### config.mk
export PLATFORM = sky130hd
export DESIGN_NAME = pc_sequencer
export DESIGN_NICKNAME = d
export VERILOG_FILES = /design/src/rtl/pc_sequencer.sv
export SDC_FILE = /design/constraint.sdc
export NUM_CORES = 1
export LEC_CHECK = 0
export BUFFER_PORTS_ARGS = -buffer_cell sky130_fd_sc_hd__buf_2
export CAP_MARGIN = 10
export CORE_AREA = 2 2 39 41
export CTS_CLUSTER_DIAMETER = 200
export DETAILED_ROUTE_END_ITERATION = 12
export DIE_AREA = 0 0 41 43
export SYNTH_ARGS = -nofsm -noshare
export SYNTH_HDL_FRONTEND = slang
export SYNTH_SLANG_ARGS = --single-unit
### constraint.sdc
create_clock -name clock -period 1.9 [get_ports clock]
set_input_delay 0 -clock clock [delete_from_list [all_inputs] [get_ports clock]]
set_output_delay 0 -clock clock [all_outputs]
set_load 0.005 [all_outputs]
### src/rtl/pc_sequencer.sv
// pc_sequencer: IDLE/FETCH/EXEC/HALT program-counter sequencer driving an instruction-memory handshake.
// Define PC_SEQ_RET_STACK_EN to build the call/return stack; without it call only jumps and ret only increments.
module pc_sequencer #(
   parameter int ADDR_W      = 4,
   parameter int STACK_DEPTH = 4
) (
   input  logic              clock,
   input  logic              reset,
   input  logic              start,
   output logic              imem_req,
   input  logic              imem_ack,
   output logic [ADDR_W-1:0] imem_addr,
   output logic              instr_valid,
   input  logic              branch_take,
   input  logic [ADDR_W-1:0] branch_target,
   input  logic              call,
   input  logic              ret,
   input  logic              halt_in,
   output logic [ADDR_W-1:0] pc,
   output logic              tc,
   output logic              stack_err,
   output logic [1:0]        state
);

   typedef enum logic [1:0] {
      S_IDLE  = 2'd0,
      S_FETCH = 2'd1,
      S_EXEC  = 2'd2,
      S_HALT  = 2'd3
   } state_t;

   typedef enum logic [2:0] {
      ACT_NONE,
      ACT_HALT,
      ACT_RET,
      ACT_CALL,
      ACT_JUMP,
      ACT_INC
   } action_t;

   state_t            cur_state;
   state_t            nxt_state;
   action_t           action;
   logic [ADDR_W-1:0] pc_inc;
   logic [ADDR_W-1:0] pc_nxt;
   logic [ADDR_W-1:0] ret_addr;

   assign pc_inc = pc + ADDR_W'(1);

   // Control inputs are only looked at in EXEC, resolved in a fixed priority.
   // NOTE: every always_comb output gets a default first so no path can infer a latch.
   always_comb begin
      action = ACT_NONE;
      if (cur_state == S_EXEC) begin
         if (halt_in)          action = ACT_HALT;
         else if (ret)         action = ACT_RET;
         else if (call)        action = ACT_CALL;
         else if (branch_take) action = ACT_JUMP;
         else                  action = ACT_INC;
      end
   end

   always_comb begin
      nxt_state = cur_state;
      case (cur_state)
         S_IDLE:  if (start) nxt_state = S_FETCH;
         S_FETCH: if (imem_ack) nxt_state = S_EXEC;
         S_EXEC:  nxt_state = (action == ACT_HALT) ? S_HALT : S_FETCH;
         S_HALT:  nxt_state = S_HALT;
         default: nxt_state = S_IDLE;
      endcase
   end

   always_comb begin
      pc_nxt = pc;
      case (action)
         ACT_RET:            pc_nxt = ret_addr;
         ACT_CALL, ACT_JUMP: pc_nxt = branch_target;
         ACT_INC:            pc_nxt = pc_inc;
         default:            pc_nxt = pc;
      endcase
   end

   // NOTE: registers use non-blocking assignments so every flop samples pre-edge values.
   always_ff @(posedge clock) begin
      if (reset) begin
         cur_state <= S_IDLE;
         pc        <= '0;
      end else begin
         cur_state <= nxt_state;
         pc        <= pc_nxt;
      end
   end

`ifdef PC_SEQ_RET_STACK_EN
   localparam int SP_W  = $clog2(STACK_DEPTH + 1);
   localparam int IDX_W = (STACK_DEPTH > 1) ? $clog2(STACK_DEPTH) : 1;

   logic [ADDR_W-1:0] stack_mem [STACK_DEPTH];
   logic [SP_W-1:0]   sp;
   logic [IDX_W-1:0]  push_idx;
   logic [IDX_W-1:0]  top_idx;
   logic              stack_full;
   logic              stack_empty;
   logic              err_q;

   assign stack_full  = (sp == SP_W'(STACK_DEPTH));
   assign stack_empty = (sp == '0);
   assign push_idx    = IDX_W'(sp);
   assign top_idx     = IDX_W'(sp - SP_W'(1));

   // An empty-stack return falls through to the next instruction.
   assign ret_addr  = stack_empty ? pc_inc : stack_mem[top_idx];
   assign stack_err = err_q;

   // NOTE: the stack storage has no reset; sp == 0 already marks every entry invalid.
   always_ff @(posedge clock) begin
      if (action == ACT_CALL && !stack_full) begin
         stack_mem[push_idx] <= pc_inc;
      end
   end

   always_ff @(posedge clock) begin
      if (reset) begin
         sp    <= '0;
         err_q <= 1'b0;
      end else if (action == ACT_CALL) begin
         if (stack_full) err_q <= 1'b1;
         else            sp    <= sp + SP_W'(1);
      end else if (action == ACT_RET) begin
         if (stack_empty) err_q <= 1'b1;
         else             sp    <= sp - SP_W'(1);
      end
   end
`else
   assign ret_addr  = pc_inc;
   assign stack_err = 1'b0;
`endif

   assign imem_req    = (cur_state == S_FETCH);
   assign instr_valid = (cur_state == S_EXEC);
   assign imem_addr   = pc;
   assign tc          = &pc;
   assign state       = cur_state;

endmodule
==> metrics.csv, run 1 <==
metric;value;unit
postCtsSetupBuffers;0;
grt_pass1_wl;1462;µm
p_switching;79.09;µW
core;0.001384;mm²
gp_congestion;0.6159;
clock_skew;0.4372;ps
status;completed;
post-dp-hpwl;680.7;µm
io_pins;26;
synth_area_per_cell;8.595;µm²
cp_max_fo;7;
multiInputGateArea;230.2;µm²
drt-total-wl;852;µm
use_met1;15.21;%
seqPwrFrac;44.8;%
syn2layout_area_growth;34.18;%
cap_violations;0;
fin_crit_sh;60.41;%
grt_use_met2;17.81;%
cts_inserted_buffers;3;
fp.dieW;41;µm
met3_usage;3.141;%
p_sw_share;25.40;%
rows;14;
clk_latency;240;ps
worst_slack;752.2;ps
rsz0062_at_grt;false;
post-route-util;38.34;%
cp.arrival;1150;ps
clk_pin_slew_worst_paths;50;ps
die_h;43;µm
synth-seq-area-share;30.38;%
start_util;28.57;%
n_fill_cell;159;
holdCritPathClass;in -> reg;
p_clk_share;38.5;%
fmax;871.3;MHz
required;1900;ps
vias;395;
antenna_found_initial;0;
clk_path_buf_depth;2;
antenna_cells;0;
endpoint_kind;output pin;
period_minus_slack;1148;ps
power_density;586.9;mW/mm²
portBuffers;24;
die-area;0.001763;mm²
critical_path_class;reg -> out;
grt_overflow;0;
initialDrtViolationCount;5;
ys_types;25;
netlist_area;395.4;µm²
place_ws;778.4;ps
synthesis.nets;59;
hold_violations;0;
synthArstFlopShare;0;%
drt-vias-per-instance;4.647;
dr.pass1.iters;2;
cts_sinks;6;
fin_hold_ws;28.85;ps
intPower;232.3;µW
h-tree-depth;1;
vdd_drop_max;275.1;µV
ant_nets;0;
first_global_vias;374;
top_usage_layer;met2;
ys_ff_latch;6;
grt_max_degree;9;
nNetsFinal;84;
critPathLaunchType;flip-flop;
synth_edf_count;0;
wl_per_cell;10.02;µm
drv_slew;0;
track_usage;12.27;%
seq_area;120.1;µm²
ys.flop_type;dfxtp_1;
finalSetupViolCount;0;
pwr-share-comb;16.8;%
drive_gt1_share;43.48;%
setup_tns;0;ps
drc;0;
cts_tree;built;
clockRootBuffer;clkbuf_4;
syn_inst;46;
p_leak;0.0002654;µW
yosysWarnings;0;
==> layout by cell type (no fill, tap or decap), types with 2 or more instances in the layout <==
| cell | instances |
|---|---|
| nor2b_1 | 2 |
| dfxtp_1 | 6 |
| nand3_1 | 2 |
| a21oi_1 | 2 |
| nor2_1 | 2 |
| inv_1 | 2 |
| nand2b_1 | 2 |
| mux2i_1 | 2 |
| nand2_1 | 4 |
| buf_2 | 24 |
| o21ai_0 | 3 |
| clkbuf_4 | 3 |
==> power groups by stage <==
| stage | clock, µW | combinational, µW | sequential, µW |
|---|---|---|---|
| 2_1_floorplan | 0 | 26.9 | 142 |
| 4_1_cts | 125 | 52.6 | 139 |
| 3_5_place_dp | 0 | 50.7 | 142 |
| 5_1_grt | 133 | 59.0 | 141 |
| 3_3_place_gp | 0 | 50.8 | 141 |
| 6_report | 120 | 52.2 | 139 |
==> logic make-up after synthesis <==
family                     share of synthesized area (%)
and+or+nand+nor                                    27.22
AOI/OAI and AO/OA                                  21.84
buffers and inverters                              11.39
DFF                                                30.38
muxes                                              5.063
adders and majority gates                          3.164
other                                             0.9485
==> area by class of cell <==
type                            count  share of cell area (%)
Sequential cell                     6                   22.64
Inverter                            2                   1.415
Tap cell                           16                   3.774
Clock buffer                        3                   4.245
Timing Repair Buffer               25                   24.53
Multi-Input combinational cell     33                   43.40
==> critical path, stage by stage, from the launching register on <==
cell	delay, ps
dfxtp_1	420
ha_1	230
and3_1	160
buf_2	100
==> repair_timing <==
action,4_1_cts,5_1_grt
gates resized for setup,0,0
endpoints found under the hold margin,1,0
hold buffers,1,0
==> worst paths after layout <==
check	start	cells past startpoint	slack, ps	end
max reg2reg	state[1]$_SDFFE_PP0P_	3	780	imem_addr[3]$_SDFFE_PP0P_
min	branch_target[1]	3	30	imem_addr[1]$_SDFFE_PP0P_
max	imem_addr[0]$_SDFFE_PP0P_	3	750	tc
min reg2reg	state[1]$_SDFFE_PP0P_	2	500	state[1]$_SDFFE_PP0P_
==> registers in the layout (all words and copies together), names as in the netlist <==
register / cells
imem_addr: 4
state: 2
==> synthesized netlist by cell type, types with 2 or more instances <==
master    instances  area [µm²]
nand2b_1          2       12.51
nand3_1           2       10.01
inv_1             2       7.510
dfxtp_1           6       120.1
buf_4             5       37.54
nand2_1           4       15.01
o21ai_0           3       15.01
nor2b_1           2       12.51
mux2i_1           2       20.02
nor2_1            2       7.510
a21oi_1           2       10.01
==> routing by layer <==
layer | vias up | wire length, µm
li1 | 206 | -
met1 | 170 | 402
met2 | 17 | 377
met3 | 2 | 65
met4 | 0 | 7
met5 | - | 0
==> through the flow <==
| step | instance area [µm²] | power, µW | instances |
|---|---|---|---|
| 2_1_floorplan | 395.4 | 168.5 | 46 |
| 3_3_place_gp | 498.0 | 192.1 | 81 |
| 3_5_place_dp | 498.0 | 192.6 | 81 |
| 4_1_cts | 530.5 | 316.8 | 85 |
| 5_1_grt | 530.5 | 332.5 | 85 |
| 6_report | 530.5 | 311.3 | 85 |
Power figures use the tool's default switching activity.
==> run 2, diff against run 1 <==
Settings changed: ABC_AREA set to 1.
Clock period 1.9 ns to 1.1 ns, I/O delays scaled along.
==> run 2 against run 1 <==
Against the previous run: register-to-register slack worse by 660 ps; via count up 27%; sequential share of layout area down 2.3 points; combinational power rose to 2.6 times the previous value; non-clock buffer count up 2; global-route usage up 1.1 points; critical path type unchanged; highest routed layer unchanged.
==> metrics.csv, run 2 <==
metric;value;unit;change
gp_congestion;0.7231;;+17%
crit_path_max_incr_delay;340;ps;-80 ps
fmax;975.9;MHz;
cap_violations;0;;unchanged
clk_latency;250;ps;about the same
nNetsFinal;110;;+31%
yosys-top-cells-count;nand2_1 (16), inv_1 (13), a21oi_1 (7), nand3_1 (7), dfxtp_1 (6);;
synth_top_area_share;27.04;%;-3.3 points
cts_tree;built;;
drc;0;;unchanged
required;1100;ps;-800 ps
synth_area_leaders;dfxtp_1 (27%), nand2_1 (14%), inv_1 (11%);;
worst_slack;75.30;ps;-676.9 ps
syn_inst;70;;+52%
critical_path_class;reg -> out;;
finalPower;599.5;µW;+93%
finalSetupViolCount;0;;unchanged
synth-seq-area-share;27.04;%;-3.3 points
initialDrtViolationCount;7;;+2
io_pins;26;;unchanged
post-route-util;43.49;%;+5.2 points
h-tree-depth;1;;unchanged
grt_max_degree;10;;+1
ant_nets;0;;unchanged
clk_pin_slew_worst_paths;50;ps;about the same
yosysWarnings;0;;unchanged
core;0.001384;mm²;unchanged
drt-vias-per-instance;4.514;;-2.9%
dpl_cell_area;561.8;µm²;+13%
hold_violations;0;;unchanged
vias;501;;+27%
ys.flop_type;dfxtp_1;;
start_util;32.10;%;+3.5 points
fp.dieW;41;µm;unchanged
ys_ff_latch;6;;unchanged
track_usage;13.35;%;+1.1 points
rsz0062_at_grt;true;;
grt_pass1_wl;1580;µm;+8.1%
synthMostInstantiatedCell;nand2_1;;
place_ws;79.08;ps;-699.3 ps
layout_common_cells;buf_2 (24), nand2_1 (16), inv_1 (13), a21oi_1 (7), nand3_1 (7);;
postLayoutCellArea;601.8;µm²;+13%
yosysTopAreaCell;dfxtp_1;;
first_global_vias;414;;+11%
clk_path_buf_depth;2;;unchanged
drive_gt1_share;38.95;%;-4.5 points
clock_skew;1.283;ps;+0.8462 ps
antenna_cells;0;;unchanged
crit_chain;ha_1, inv_1, nor3_2, buf_2;;
critPathLaunchType;flip-flop;;
ys_types;18;;-28%
synthesis.nets;83;;+41%
drt-total-wl;971;µm;+14%
clockRootBuffer;clkbuf_4;;
n_fill_cell;155;;-2.5%
cts_sinks;6;;unchanged
drv_slew;0;;unchanged
synth_edf_count;0;;unchanged
post-dp-hpwl;784;µm;+15%
die_h;43;µm;unchanged
fin_crit_sh;93.15;%;
rows;14;;unchanged
holdCritPathClass;in -> reg;;
die-area;0.001763;mm²;unchanged
synth_area_per_cell;6.345;µm²;-26%
power_density;996.1;mW/mm²;+70%
vdd_drop_max;704.3;µV;+160%
largest_register_ffs;4;;unchanged
cp_max_fo;2;;-5
crit_slowest_cell;dfxtp_1;;
wl_per_cell;8.748;µm;-13%
antenna_found_initial;0;;unchanged
grt_overflow;0;;unchanged
synthArstFlopShare;0;%;unchanged
portBuffers;24;;unchanged
cp.arrival;1020;ps;-130 ps
p_leak;0.0003713;µW;+40%
syn2layout_area_growth;35.49;%;
period_minus_slack;1025;ps;
cts_inserted_buffers;3;;unchanged
netlist_area;444.2;µm²;+12%
layout_commonest_cell;buf_2;;
endpoint_kind;output pin;;
dr.pass1.iters;4;;+2
fin_hold_ws;28.86;ps;+0.008800 ps
status;completed;;
[run 2: changes by cell type after synthesis, moves of 2 or more]
cell	delta
a21oi_1	+5
inv_1	+11
mux2i_1	-2
nand2_1	+12
nand2b_1	-2
nand3_1	+5
nor2_1	+2
nor2b_1	-2
[run 2: metrics by stage]
stage,cells,TNS (ps)
3_5_place_dp,107,0
4_1_cts,111,0
2_1_floorplan,70,0
3_3_place_gp,107,0
5_1_grt,111,-0.3946
6_report,111,0
[run 2: kinds of logic (layout without fill, tap and decap cells)]
family / Yosys count / after routing / synth area share [%]
AND/OR/NAND/NOR: 34 / 34 / 38.87
AO/OA/AOI/OAI: 9 / 9 / 10.14
other: 1 / 1 / 0.8443
adder cells (fa/ha/maj): 1 / 1 / 2.816
flip-flops: 6 / 6 / 27.04
buffers and inverters: 19 / 44 / 20.28
[run 2: what timing repair did]
action                     4_1_cts  5_1_grt
setup endpoints to repair        0        2
gates resized for setup          0        3
hold endpoints to repair         1        0
setup buffers                    0        0
hold buffers                     1        0
[run 2: power by group]
group          leakage (µW)  total (µW)  switching, µW  internal [µW]
combinational      0.000308         138           75.2           62.6
clock             0.0000138         215           90.7            124
sequential        0.0000499         247           14.0            233
total              0.000371         599            180            420
[run 2: final timing paths]
kind,start,depth (start not counted),to,slack (ps)
max,imem_addr[1]$_SDFFE_PP0P_,4,tc,80
max reg2reg,state[0]$_SDFFE_PP0P_,6,imem_addr[3]$_SDFFE_PP0P_,120
min,start,3,state[0]$_SDFFE_PP0P_,30
min reg2reg,state[0]$_SDFFE_PP0P_,2,state[1]$_SDFFE_PP0P_,530
[run 2: layout make-up]
class / instances / area [µm²] / share of cell area [%]
sequential: 6 / 122.6 / 20.37
tap: 16 / 20.02 / 3.326
clock buffer: 3 / 22.52 / 3.742
inverter: 14 / 52.55 / 8.732
multi-input combinational: 45 / 239.0 / 39.71
timing repair buffer: 27 / 145.1 / 24.12
[run 2: worst max-delay path, delay by kind of cell (launching register included)]
kind,cells,cell delay [ps]
buffers and inverters,2,190
DFF,1,340
adders and majority gates,1,160
and+or+nand+nor,1,90
[run 2: per-layer routing]
| layer | global-route usage [%] | routed length, µm | vias to the layer above |
|---|---|---|---|
| li1 | - | - | 261 |
| met1 | 14.15 | 438 | 225 |
| met2 | 21.25 | 465 | 13 |
| met3 | 6.283 | 52 | 2 |
| met4 | 6.000 | 14 | 0 |
| met5 | 0 | 0 | - |
==> run 3, diff against run 2 <==
Clock period 1.1 ns to 1 ns, I/O delays scaled along.
==> run 3 against run 2 <==
Against the previous run: via count rose by 5.0%; highest routed layer unchanged; die area stayed put; sequential cell count is the same; critical path type unchanged; sequential share of layout area shrank 1.3 points; worst hold slack worse by 5.1 ps; register-to-register slack lost 90 ps; critical path depth unchanged.
==> metrics.csv, run 3 (same netlist as run 2, synthesis figures left out) <==
metric;value;unit;change
track_usage;13.07;%;-0.29 points
cts_sinks;6;;unchanged
grt_overflow;0;;unchanged
drt-total-wl;1079;µm;+11%
fp.dieW;41;µm;unchanged
post-dp-hpwl;791.3;µm;+0.93%
p_leak;0.0003832;µW;+3.2%
die-area;0.001763;mm²;unchanged
period_minus_slack;980.4;ps;
reg2regPathDepth;6;;unchanged
vias;526;;+5.0%
critPathLaunchType;flip-flop;;
holdPathStages;4;;+1
worst_slack;19.57;ps;-55.74 ps
endpoint_kind;output pin;;
antenna_cells;0;;unchanged
ant_nets;0;;unchanged
clk_path_buf_depth;2;;unchanged
rows;14;;unchanged
nNetsFinal;112;;+1.8%
drv_slew;0;;unchanged
io_pins;26;;unchanged
clk_pin_slew_worst_paths;50;ps;about the same
portBuffers;24;;unchanged
cap_violations;0;;unchanged
vdd_drop_max;596.0;µV;-15%
power_density;1027;mW/mm²;+3.1%
layout_common_cells;buf_2 (24), nand2_1 (14), inv_1 (12), nand3_1 (6), a21oi_1 (5);;
hold_violations;0;;unchanged
cts_inserted_buffers;3;;unchanged
grt_max_degree;10;;unchanged
holdCritPathClass;in -> reg;;
place_ws;17.59;ps;-61.49 ps
cts_tree;built;;
gp_congestion;0.7079;;-2.1%
die_h;43;µm;unchanged
required;1000;ps;-100 ps
antenna_found_initial;0;;unchanged
drt-vias-per-instance;4.655;;+3.1%
rsz0062_at_grt;true;;
critical_path_class;reg -> out;;
h-tree-depth;1;;unchanged
core;0.001384;mm²;unchanged
grt_pass1_wl;1538;µm;-2.7%
clk_latency;260;ps;about the same
drive_gt1_share;53.61;%;+15 points
clockRootBuffer;clkbuf_4;;
first_global_vias;396;;-4.3%
wl_per_cell;9.549;µm;+9.2%
finalPower;714.2;µW;+19%
clock_skew;6.613;ps;+5.330 ps
cp_max_fo;2;;unchanged
finalSetupViolCount;0;;unchanged
syn2layout_area_growth;56.62;%;
largest_register_ffs;4;;unchanged
fmax;1020;MHz;
status;completed;;
fin_crit_sh;98.04;%;
postCtsSetupBuffers;0;;unchanged
start_util;32.10;%;unchanged
initialDrtViolationCount;4;;-3
layout_commonest_cell;buf_2;;
dr.pass1.iters;4;;unchanged
drc;0;;unchanged
cp.arrival;980;ps;-40 ps
-- run 3: critical path, cell delays in order (launching register included) --
cell and delay (ps):
dfxtp_2 350, ha_4 130, inv_2 40, nor3_2 80, buf_2 130
-- run 3: cell type report --
| cell class | instances | area, µm² |
|---|---|---|
| inverter | 14 | 60.06 |
| tap | 16 | 20.02 |
| sequential | 6 | 132.6 |
| timing repair buffer | 28 | 156.4 |
| multi-input combinational | 46 | 304.0 |
| fill | 141 | 688.2 |
| clock buffer | 3 | 22.52 |
-- run 3: report_power, final --
part,total [µW],internal [µW],switching (µW)
registers,279,257,22.6
clock network,244,137,107
logic,191,88.8,102
-- run 3: metrics by stage --
stage          setup TNS (ps)  util, %  area, µm²  instances  hold slack [ps]
4_1_cts                -8.004    44.67      618.1        112            30.73
5_1_grt                -77.88    50.27      695.7        113            36.64
6_report                    0    50.27      695.7        113            23.78
3_3_place_gp                0    41.14      569.3        108            205.8
2_1_floorplan               0        -      444.2         70            69.07
3_5_place_dp                0    41.14      569.3        108            204.9
-- run 3: worst paths after layout --
kind                                             endpoint  slack (ps)                 startpoint
worst min-delay path                state[0]$_SDFFE_PP0P_          20                   imem_ack
worst max register to register  imem_addr[3]$_SDFFE_PP0P_          30      state[0]$_SDFFE_PP0P_
worst max-delay path                                   tc          20  imem_addr[1]$_SDFFE_PP0P_
worst min register to register      state[1]$_SDFFE_PP0P_         540      state[0]$_SDFFE_PP0P_
-- run 3: what timing repair did --
item | 4_1_cts | 5_1_grt
gates cloned | 0 | 1
hold buffers | 1 | 0
pin swaps | 0 | 1
hold endpoints to repair | 1 | 0
setup endpoints to repair | 1 | 7
gates resized for setup | 6 | 21
-- run 3: layer usage --
metal	global-route usage [%]	wire, µm
met4	4.000	20
met2	18.75	549
met1	15.81	434
met5	0	0
met3	7.853	75
